[src/rtl/multicycle_control_unit.sv]
// Multi-cycle RV32I control FSM: sequences fetch/decode/execute/memory/writeback,
// bounds memory waits, counts retired instructions and traps on illegal input.
module multicycle_control_unit #(
  parameter int MEM_WAIT_MAX = 15,
  parameter int WAIT_W       = 4,
  parameter int CNT_W        = 32
) (
  input  logic             clk,
  input  logic             rst_n,
  input  logic [31:0]      instr,
  input  logic             zero,
  input  logic             neg,
  input  logic             mem_ready,
  output logic             mem_req,
  output logic             mem_we,
  output logic             adr_src,
  output logic             ir_write,
  output logic             pc_write,
  output logic             reg_write,
  output logic [1:0]       result_src,
  output logic [1:0]       alu_src_a,
  output logic [1:0]       alu_src_b,
  output logic [2:0]       imm_src,
  output logic [3:0]       alu_ctrl,
  output logic [3:0]       state_o,
  output logic             instr_done,
  output logic [CNT_W-1:0] instret,
  output logic             illegal,
  output logic             timeout
);

  // state    | meaning
  // FETCH    | read instruction at PC, PC <= PC+4
  // DECODE   | branch/jump target into ALUOut, dispatch on opcode
  // MEMADR   | rs1 + imm address for load/store
  // MEMREAD  | load data request
  // MEMWB    | load data into register file
  // MEMWRITE | store data request
  // EXEC_R   | register-register ALU op
  // EXEC_I   | register-immediate ALU op
  // ALUWB    | ALUOut into register file
  // BRANCH   | compare rs1/rs2, conditional PC update
  // JAL      | PC <= target, ALUOut <= oldPC+4
  // TRAP     | halted until reset
  typedef enum logic [3:0] {
    FETCH = 4'd0, DECODE = 4'd1, MEMADR = 4'd2, MEMREAD = 4'd3,
    MEMWB = 4'd4, MEMWRITE = 4'd5, EXEC_R = 4'd6, EXEC_I = 4'd7,
    ALUWB = 4'd8, BRANCH = 4'd9, JAL = 4'd10, TRAP = 4'd11
  } state_e;

  localparam logic [6:0] OP_LOAD = 7'b0000011, OP_STORE = 7'b0100011, OP_R = 7'b0110011;
  localparam logic [6:0] OP_I = 7'b0010011, OP_BR = 7'b1100011, OP_JAL = 7'b1101111;

  state_e             state_q, state_d;
  logic [WAIT_W-1:0]  wait_q, wait_d;
  logic [CNT_W-1:0]   instret_q, instret_d;
  logic               illegal_q, illegal_d, timeout_q, timeout_d;
  logic               mem_wait;

  logic [6:0] opcode;
  logic [2:0] funct3;
  logic       funct7_5;
  logic       unused_instr;
  assign opcode       = instr[6:0];
  assign funct3       = instr[14:12];
  assign funct7_5     = instr[30];
  assign unused_instr = ^{instr[31], instr[29:15], instr[11:7]};

  // Legal branches are beq/bne/blt/bge: funct3[1] clear; funct3[0] inverts the test.
  logic br_ok, br_taken;
  assign br_ok    = ~funct3[1];
  assign br_taken = (funct3[2] ? neg : zero) ^ funct3[0];

  function automatic logic [3:0] alu_dec(input logic [2:0] f3, input logic f7, input logic sub_ok);
    case (f3)
      3'b000:  alu_dec = (sub_ok && f7) ? 4'b0001 : 4'b0000;
      3'b001:  alu_dec = 4'b0110;
      3'b010:  alu_dec = 4'b0101;
      3'b100:  alu_dec = 4'b0100;
      3'b101:  alu_dec = f7 ? 4'b1000 : 4'b0111;
      3'b110:  alu_dec = 4'b0011;
      3'b111:  alu_dec = 4'b0010;
      default: alu_dec = 4'b0000;
    endcase
  endfunction

  always_ff @(posedge clk) begin
    if (!rst_n) begin
      state_q   <= FETCH;
      wait_q    <= '0;
      instret_q <= '0;
      illegal_q <= 1'b0;
      timeout_q <= 1'b0;
    end else begin
      state_q   <= state_d;
      wait_q    <= wait_d;
      instret_q <= instret_d;
      illegal_q <= illegal_d;
      timeout_q <= timeout_d;
    end
  end

  always_comb begin
    state_d   = state_q;
    illegal_d = illegal_q;
    timeout_d = timeout_q;
    wait_d    = '0;
    mem_wait  = 1'b0;
    instret_d = instret_q + CNT_W'(instr_done);
    case (state_q)
      FETCH:    if (mem_ready) state_d = DECODE; else mem_wait = 1'b1;
      DECODE: begin
        case (opcode)
          OP_LOAD, OP_STORE: state_d = MEMADR;
          OP_R:              state_d = EXEC_R;
          OP_I:              state_d = EXEC_I;
          OP_BR:             state_d = BRANCH;
          OP_JAL:            state_d = JAL;
          default: begin
            state_d   = TRAP;
            illegal_d = 1'b1;
          end
        endcase
      end
      MEMADR:   state_d = (opcode == OP_STORE) ? MEMWRITE : MEMREAD;
      MEMREAD:  if (mem_ready) state_d = MEMWB; else mem_wait = 1'b1;
      MEMWRITE: if (mem_ready) state_d = FETCH; else mem_wait = 1'b1;
      MEMWB, ALUWB:   state_d = FETCH;
      EXEC_R, EXEC_I: state_d = ALUWB;
      JAL:            state_d = ALUWB;
      BRANCH: begin
        if (br_ok) state_d = FETCH;
        else begin
          state_d   = TRAP;
          illegal_d = 1'b1;
        end
      end
      TRAP:     state_d = TRAP;
      default:  state_d = FETCH;
    endcase
    // A ready in the last allowed cycle completes normally; only a miss there traps.
    if (mem_wait) begin
      if (wait_q == WAIT_W'(MEM_WAIT_MAX - 1)) begin
        state_d   = TRAP;
        timeout_d = 1'b1;
      end else begin
        wait_d = wait_q + 1'b1;
      end
    end
  end

  always_comb begin
    mem_req    = 1'b0;
    mem_we     = 1'b0;
    adr_src    = 1'b0;
    ir_write   = 1'b0;
    pc_write   = 1'b0;
    reg_write  = 1'b0;
    instr_done = 1'b0;
    result_src = 2'b00;
    alu_src_a  = 2'b00;
    alu_src_b  = 2'b00;
    imm_src    = 3'b000;
    alu_ctrl   = 4'b0000;
    case (state_q)
      FETCH: begin
        mem_req    = 1'b1;
        alu_src_b  = 2'b10;
        result_src = 2'b10;
        ir_write   = mem_ready;
        pc_write   = mem_ready;
      end
      DECODE: begin
        alu_src_a = 2'b01;
        alu_src_b = 2'b01;
        imm_src   = (opcode == OP_JAL) ? 3'b011 : 3'b010;
      end
      MEMADR: begin
        alu_src_a = 2'b10;
        alu_src_b = 2'b01;
        imm_src   = (opcode == OP_STORE) ? 3'b001 : 3'b000;
      end
      MEMREAD: begin
        mem_req = 1'b1;
        adr_src = 1'b1;
      end
      MEMWRITE: begin
        mem_req    = 1'b1;
        mem_we     = 1'b1;
        adr_src    = 1'b1;
        instr_done = mem_ready;
      end
      MEMWB: begin
        result_src = 2'b01;
        reg_write  = 1'b1;
        instr_done = 1'b1;
      end
      EXEC_R: begin
        alu_src_a = 2'b10;
        alu_ctrl  = alu_dec(funct3, funct7_5, 1'b1);
      end
      EXEC_I: begin
        alu_src_a = 2'b10;
        alu_src_b = 2'b01;
        alu_ctrl  = alu_dec(funct3, funct7_5, 1'b0);
      end
      ALUWB: begin
        reg_write  = 1'b1;
        instr_done = 1'b1;
      end
      BRANCH: begin
        alu_src_a  = 2'b10;
        alu_ctrl   = 4'b0001;
        pc_write   = br_ok & br_taken;
        instr_done = br_ok;
      end
      JAL: begin
        alu_src_a = 2'b01;
        alu_src_b = 2'b10;
        pc_write  = 1'b1;
      end
      default: ;
    endcase
  end

  assign state_o = state_q;
  assign instret = instret_q;
  assign illegal = illegal_q;
  assign timeout = timeout_q;

endmodule

[config.mk]
export PLATFORM = sky130hd
export DESIGN_NAME = multicycle_control_unit
export DESIGN_NICKNAME = d
export VERILOG_FILES = /design/src/rtl/multicycle_control_unit.sv
export SDC_FILE = /design/constraint.sdc
export NUM_CORES = 1
export LEC_CHECK = 0
export ABC_AREA = 1
export BUFFER_PORTS_ARGS = -buffer_cell sky130_fd_sc_hd__buf_4
export CAP_MARGIN = 5
export CORE_ASPECT_RATIO = 0.75
export CORE_MARGIN = 10
export CORE_UTILIZATION = 45
export CTS_CLUSTER_DIAMETER = 30
export DETAILED_ROUTE_END_ITERATION = 10
export PLACE_DENSITY = 0.73
export SYNTH_ARGS = -nofsm -noshare
export SYNTH_HDL_FRONTEND = slang
export SYNTH_SLANG_ARGS = --single-unit
export TNS_END_PERCENT = 20
[constraint.sdc]
create_clock -name clk -period 2.95 [get_ports clk]
set_clock_uncertainty 0.1 [all_clocks]
set_input_delay 0.295 -clock clk [delete_from_list [all_inputs] [get_ports clk]]
set_output_delay 0.295 -clock clk [all_outputs]
set_load 0.05 [all_outputs]
==> results.py, run 1 <==
metrics = {
    "run_status": {
        "outcome": "finished, final reports clean",
    },
    "die": {
        "start_util": 0.4635,
        "die_w_um": 109.2,
        "die_area_um2": 9492,
        "core_area_um2": 5796,
        "die_h_um": 86.91,
        "io-pin-count": 95,
        "placement_rows": 24,
    },
    "detailed_routing": {
        "dr.pass1.iters": 5,
        "drcViolationCount": 0,
        "drt-wirelength-per-cell_um": 13.37,
        "postRouteAntennaNets": 0,
        "vias": 3041,
        "via_per_inst": 5.120,
        "wl_mm": 7.940,
        "drt_iter0_markers": 183,
    },
    "global_routing": {
        "track_usage": 0.1687,
        "antenna_found_initial": 0,
        "grt_pass1_vias": 2774,
        "overflow": 0,
        "grt_max_degree": 20,
        "grt_pass1_wl_mm": 13.14,
    },
    "pwr": {
        "power_leakage_nw": 1.422,
        "irDropWorstVdd_v": 0.0004779,
        "powerDensity_nw_per_um2": 643.7,
    },
    "timing": {
        "setup_slack_ps": 494.7,
        "fmax_ghz": 0.4073,
        "hold_viol": 0,
        "fin_tns_setup_ps": 0,
        "rsz0062_at_grt": "false",
        "period_needed_ps": 2455,
        "setup_viol_count_final": 0,
        "post-route-period-util": 0.8323,
        "holdWs_ps": 243.5,
        "slew_violations": 0,
    },
    "critical_path": {
        "path_buf_inv": 2,
        "cp_common_cell": "nand2_1",
        "critPathRequiredTime_ps": 3030,
        "cpMaxStageDelayCell": "dfxtp_2",
        "worstSetupPathType": "register to register",
        "cp_slowest_stage_delay_ps": 360,
        "start_kind": "register",
        "end_kind": "register",
        "path_depth": 12,
        "arrival_ps": 2540,
        "crit_chain": "inv_1 > nand2_1 > nor2_1 > inv_1 > o221ai_4 > ha_2 > ha_1 > nand2_1 > nor2_4 > nand2_1 > o21ai_0 > a21oi_1",
        "r2r_cells": 12,
        "crit_fanout": 6,
        "path_delay_family": "simple AND/OR/NAND/NOR gates",
    },
    "finish": {
        "drive_gt1_frac": 0.2171,
        "fillers": 608,
        "seqCellArea_um2": 845.8,
        "multiInputGateArea_um2": 1632,
        "num_antenna_cells": 0,
        "fin_cells": 594,
        "fin_nets": 556,
        "syn_to_final_growth_pct": 27.48,
    },
    "yosys": {
        "ys_warn_count": 0,
        "synth-seq-cells": 42,
        "synthCells": 441,
        "synth_nets": 482,
        "synth_cell_types": 29,
        "synth-seq-area-share": 0.3130,
        "syn-cell-area_um2": 2686,
        "synth_area_per_cell_um2": 6.091,
    },
    "clock_network": {
        "post_cts_buffers": 0,
        "clock_sinks": 42,
        "numCtsBuffers": 5,
        "htree_levels": 2,
        "cts-resized-gates": 0,
        "hold_buffers": 0,
        "path_clk_slew_ps": 80,
        "cts_tree": "done",
        "insertion_delay_ps": 300,
        "cts_buffer_depth": 2,
        "cts-root-buf": "clkbuf_8",
    },
    "place": {
        "place_inst": 586,
        "port_buffers": 72,
        "place_congestion": 0.9383,
        "place_ws_ps": 571.0,
        "hpwlAfterDp_mm": 6.483,
    },
    "flow_run": {
        "maxCapViolCount": 0,
    },
    "min_path": {
        "min-delay-path-class": "primary input to register",
        "whs_path_depth": 3,
    },
}
[per-stage QoR]
stage,instance area (um^2),utilization,total power [mW]
global route,3425,0.5909,2.320
global placement,3318,0.5725,1.760
floorplan,2711,-,1.463
CTS,3425,0.5909,2.220
finish,3425,0.5909,2.204
detailed placement,3318,0.5725,1.768
[cell usage in the layout (no fill, tap or decap), types with 3 or more instances in the layout]
| master | count |
|---|---|
| a21oi_1 | 30 |
| nor2_2 | 9 |
| buf_4 | 73 |
| nand4_1 | 10 |
| nand2_1 | 140 |
| nor3_1 | 3 |
| clkbuf_8 | 5 |
| nor2_1 | 75 |
| nor2_4 | 6 |
| nand2_2 | 8 |
| xor2_1 | 3 |
| dfxtp_2 | 4 |
| o21ai_0 | 16 |
| ha_1 | 3 |
| inv_2 | 3 |
| nand3_1 | 13 |
| inv_1 | 48 |
| nand3b_1 | 14 |
| dfxtp_1 | 38 |
[routing by layer]
layer  global-route usage  share of wire
met1               0.2282           0.47
met2               0.2692           0.45
met3              0.03550          0.068
met4              0.03538         0.0078
met5                    0              0
[cells by family after synthesis]
family | count (synthesis) | share of synthesized area
AO/OA/AOI/OAI | 51 | 0.1001
XOR/XNOR | 5 | 0.01630
adder cells (fa/ha/maj) | 4 | 0.01863
buffers and inverters | 58 | 0.08709
flip-flops | 42 | 0.3130
other | 1 | 0.001396
AND/OR/NAND/NOR | 280 | 0.4634
[tightest hold or removal path, stage by stage]
cell	delay [ps]
buf_4	180
nand2_1	90
nor2_1	30
[cells in the mapped netlist]
| cell type | count | area share |
|---|---|---|
| nand2_1 | 140 | 0.20 |
| nor2_1 | 75 | 0.10 |
| inv_1 | 48 | 0.067 |
| dfxtp_1 | 42 | 0.31 |
| a21oi_1 | 30 | 0.056 |
| o21ai_0 | 16 | 0.030 |
| nand3b_1 | 14 | 0.039 |
| nand3_1 | 13 | 0.024 |
| nand4_1 | 10 | 0.023 |
| nor2_2 | 9 | 0.021 |
| nand2_2 | 8 | 0.019 |
| nor2_4 | 6 | 0.025 |
| ha_1 | 4 | 0.019 |
| inv_2 | 3 | 0.0042 |
| nor3_1 | 3 | 0.0056 |
| xor2_1 | 3 | 0.0098 |
| buf_4 | 2 | 0.0056 |
| clkbuf_1 | 2 | 0.0028 |
| o211ai_1 | 2 | 0.0056 |
| xnor2_1 | 2 | 0.0065 |
| and2_1 | 1 | 0.0023 |
| buf_2 | 1 | 0.0019 |
| buf_6 | 1 | 0.0042 |
| clkinv_1 | 1 | 0.0014 |
| conb_1 | 1 | 0.0014 |
| nand3_2 | 1 | 0.0037 |
| o21bai_1 | 1 | 0.0028 |
| o221ai_1 | 1 | 0.0033 |
| o31ai_1 | 1 | 0.0028 |
[state kept, by name, indices dropped and copies added (netlist names)]
signal	cells
illegal	1
wait_q	4
timeout	1
instret	32
state_o	4
[power by group]
| part | switching (mW) | total [mW] | internal [mW] |
|---|---|---|---|
| combinational | 0.792 | 1.10 | 0.307 |
| sequential | 0.0467 | 0.654 | 0.607 |
| clock | 0.198 | 0.452 | 0.253 |
| total | 1.04 | 2.20 | 1.17 |
[path summary, 6_finish.rpt]
check	from	endpoint	slack [ps]
max	state_o[2]	instret[16]	490
min	rst_n	instret[18]	240
max reg2reg	state_o[2]	instret[16]	490
min reg2reg	wait_q[0]	wait_q[0]	370
[cell type report]
| cell class | count | area share |
|---|---|---|
| clock inverter | 1 | 0.008769 |
| sequential | 42 | 0.2470 |
| timing repair buffer | 73 | 0.1600 |
| inverter | 52 | 0.05700 |
| multi-input combinational | 341 | 0.4764 |
| clock buffer | 7 | 0.02229 |
| tap | 78 | 0.02850 |
(Power assumes the default switching activity.)
==> run 2: changes to the inputs <==
==> constraint.sdc (replaced) <==
create_clock -name clk -period 2.5 [get_ports clk]
set_clock_uncertainty 0.1 [all_clocks]
set_input_delay 0.25 -clock clk [delete_from_list [all_inputs] [get_ports clk]]
set_output_delay 0.25 -clock clk [all_outputs]
set_load 0.05 [all_outputs]
==> results.py, run 2 (synthesis gave the netlist of run 1 again) <==
metrics = {
    "place": {
        "place_congestion": 0.9095,
        "placed_area_um2": 3363,
        "port_buffers": 72,
        "place_inst": 586,
        "hpwlAfterDp_mm": 6.501,
    },
    "critical_path": {
        "critPathRequiredTime_ps": 2620,
        "crit_chain": "inv_1 > nand2_2 > nor2_4 > inv_2 > o221ai_4 > ha_4 > ha_4 > nand2_4 > nor2_4 > inv_2 > nor2_2 > nand3b_1 > a21oi_1",
        "startpoint": "state_o[3]",
        "arrival_ps": 2450,
        "start_kind": "register",
        "cpMaxStageDelayCell": "dfxtp_2",
        "worstReg2RegStart": "state_o[3]",
        "end_kind": "register",
        "r2r_cells": 13,
        "worstSetupPathType": "register to register",
        "crit_fanout": 6,
        "r2r_setup_slack_ps": 170,
        "critPathCapture": "instret[28]",
        "cp_slowest_stage_delay_ps": 340,
        "r2r_end": "instret[28]",
    },
    "timing": {
        "hold_viol": 0,
        "rsz0062_at_grt": "false",
        "slew_violations": 0,
        "fmax_ghz": 0.4298,
        "period_needed_ps": 2327,
        "post-route-period-util": 0.9308,
        "setup_viol_count_final": 0,
    },
    "finish": {
        "num_antenna_cells": 0,
        "syn_to_final_growth_pct": 29.53,
        "layout_commonest_cell": "nand2_1",
        "fin_cells": 594,
        "drive_gt1_frac": 0.2248,
        "final_cell_mix": "nand2_1 (139), nor2_1 (75), buf_4 (73)",
        "fin_nets": 556,
        "largest_register_ffs": 32,
        "fin_area_um2": 3480,
    },
    "global_routing": {
        "grt_max_degree": 20,
        "overflow": 0,
        "antenna_found_initial": 0,
        "grt_pass1_vias": 2744,
        "track_usage": 0.1727,
        "grt_pass1_wl_mm": 13.36,
    },
    "die": {
        "core_area_um2": 5796,
        "die_h_um": 86.91,
        "start_util": 0.4635,
        "die_w_um": 109.2,
        "die_area_um2": 9492,
        "io-pin-count": 95,
        "placement_rows": 24,
    },
    "pwr": {
        "power_leakage_nw": 1.446,
        "powerDensity_nw_per_um2": 763.1,
        "irDropWorstVdd_v": 0.0007111,
    },
    "clock_network": {
        "clock_sinks": 42,
        "cts_buffer_depth": 2,
        "cts_tree": "done",
        "htree_levels": 2,
        "path_clk_slew_ps": 80,
        "numCtsBuffers": 5,
        "insertion_delay_ps": 290,
        "cts-root-buf": "clkbuf_8",
        "hold_buffers": 0,
    },
    "detailed_routing": {
        "drt_iter0_markers": 210,
        "vias": 2949,
        "dr.pass1.iters": 4,
        "drt-wirelength-per-cell_um": 13.61,
        "postRouteAntennaNets": 0,
        "wl_mm": 8.084,
        "drcViolationCount": 0,
        "via_per_inst": 4.965,
    },
    "run_status": {
        "outcome": "finished, final reports clean",
    },
    "flow_run": {
        "maxCapViolCount": 0,
    },
    "min_path": {
        "min-delay-path-class": "primary input to register",
    },
}
[run 2: cell count changes in the layout (fill, tap and decap cells not counted), moves of 2 or more]
| cell | delta |
|---|---|
| o21ai_0 | -2 |
| nand2_4 | +2 |
| dfxtp_4 | +3 |
| o21ai_1 | +2 |
| dfxtp_2 | -3 |
| ha_4 | +2 |
[run 2: critical path, delay by kind of cell, from the launching register on]
kind            cells  cell delay, ps
simple gates        6             790
compound gates      2             390
fa+ha+maj           2             350
flops               1             340
buf+inv             3             270
[run 2: metrics by stage]
step | setup TNS (ps) | power [mW] | hold slack (ps) | worst slack (ps) | utilization
after detailed placement | 0 | 2.122 | 363.0 | 252.6 | 0.5803
after floorplan | -1921 | 1.755 | 329.7 | -257.7 | -
after global placement | 0 | 2.106 | 344.5 | 286.6 | 0.5803
final | 0 | 2.655 | 198.4 | 173.1 | 0.6004
after global routing | 0 | 2.787 | 205.8 | 14.15 | 0.6004
after CTS | 0 | 2.674 | 193.4 | 181.6 | 0.6004
[run 2: how the worst min path moves through the flow]
stage | from | end | slack [ps] | depth (start not counted)
global route | rst_n | instret[0] | 210 | 3
floorplan | wait_q[0] | wait_q[0] | 330 | 1
detailed placement | timeout | timeout | 360 | 2
finish | rst_n | instret[1] | 200 | 3
CTS | rst_n | instret[1] | 190 | 3
global placement | wait_q[0] | wait_q[0] | 340 | 1
[run 2: cell type report]
| cell class | count | area (um^2) |
|---|---|---|
| multi-input combinational | 341 | 1667 |
| fill | 572 | 2316 |
| inverter | 52 | 197.7 |
| tap | 78 | 97.59 |
| sequential | 42 | 853.3 |
| timing repair buffer | 73 | 548.0 |
| clock buffer | 7 | 86.33 |
| clock inverter | 1 | 30.03 |
[run 2: what timing repair did]
item | 4_1_cts | 5_1_grt
endpoints found under the setup margin | 0 | 1
setup buffers | 0 | 0
hold endpoints to repair | 0 | 0
gates resized for setup | 0 | 1
[run 2: per-layer routing]
layer | up-vias | global-route usage | part of all wire
met4 | 0 | 0.02948 | 0.0043
met1 | 1312 | 0.2324 | 0.48
met3 | 4 | 0.03846 | 0.067
met5 | - | 0 | 0
met2 | 92 | 0.2790 | 0.45
li1 | 1541 | - | -
[run 2: where the power goes]
group / switching (mW) / internal (mW)
logic: 0.933 / 0.371
registers: 0.0723 / 0.723
clock network: 0.230 / 0.326
total: 1.24 / 1.42
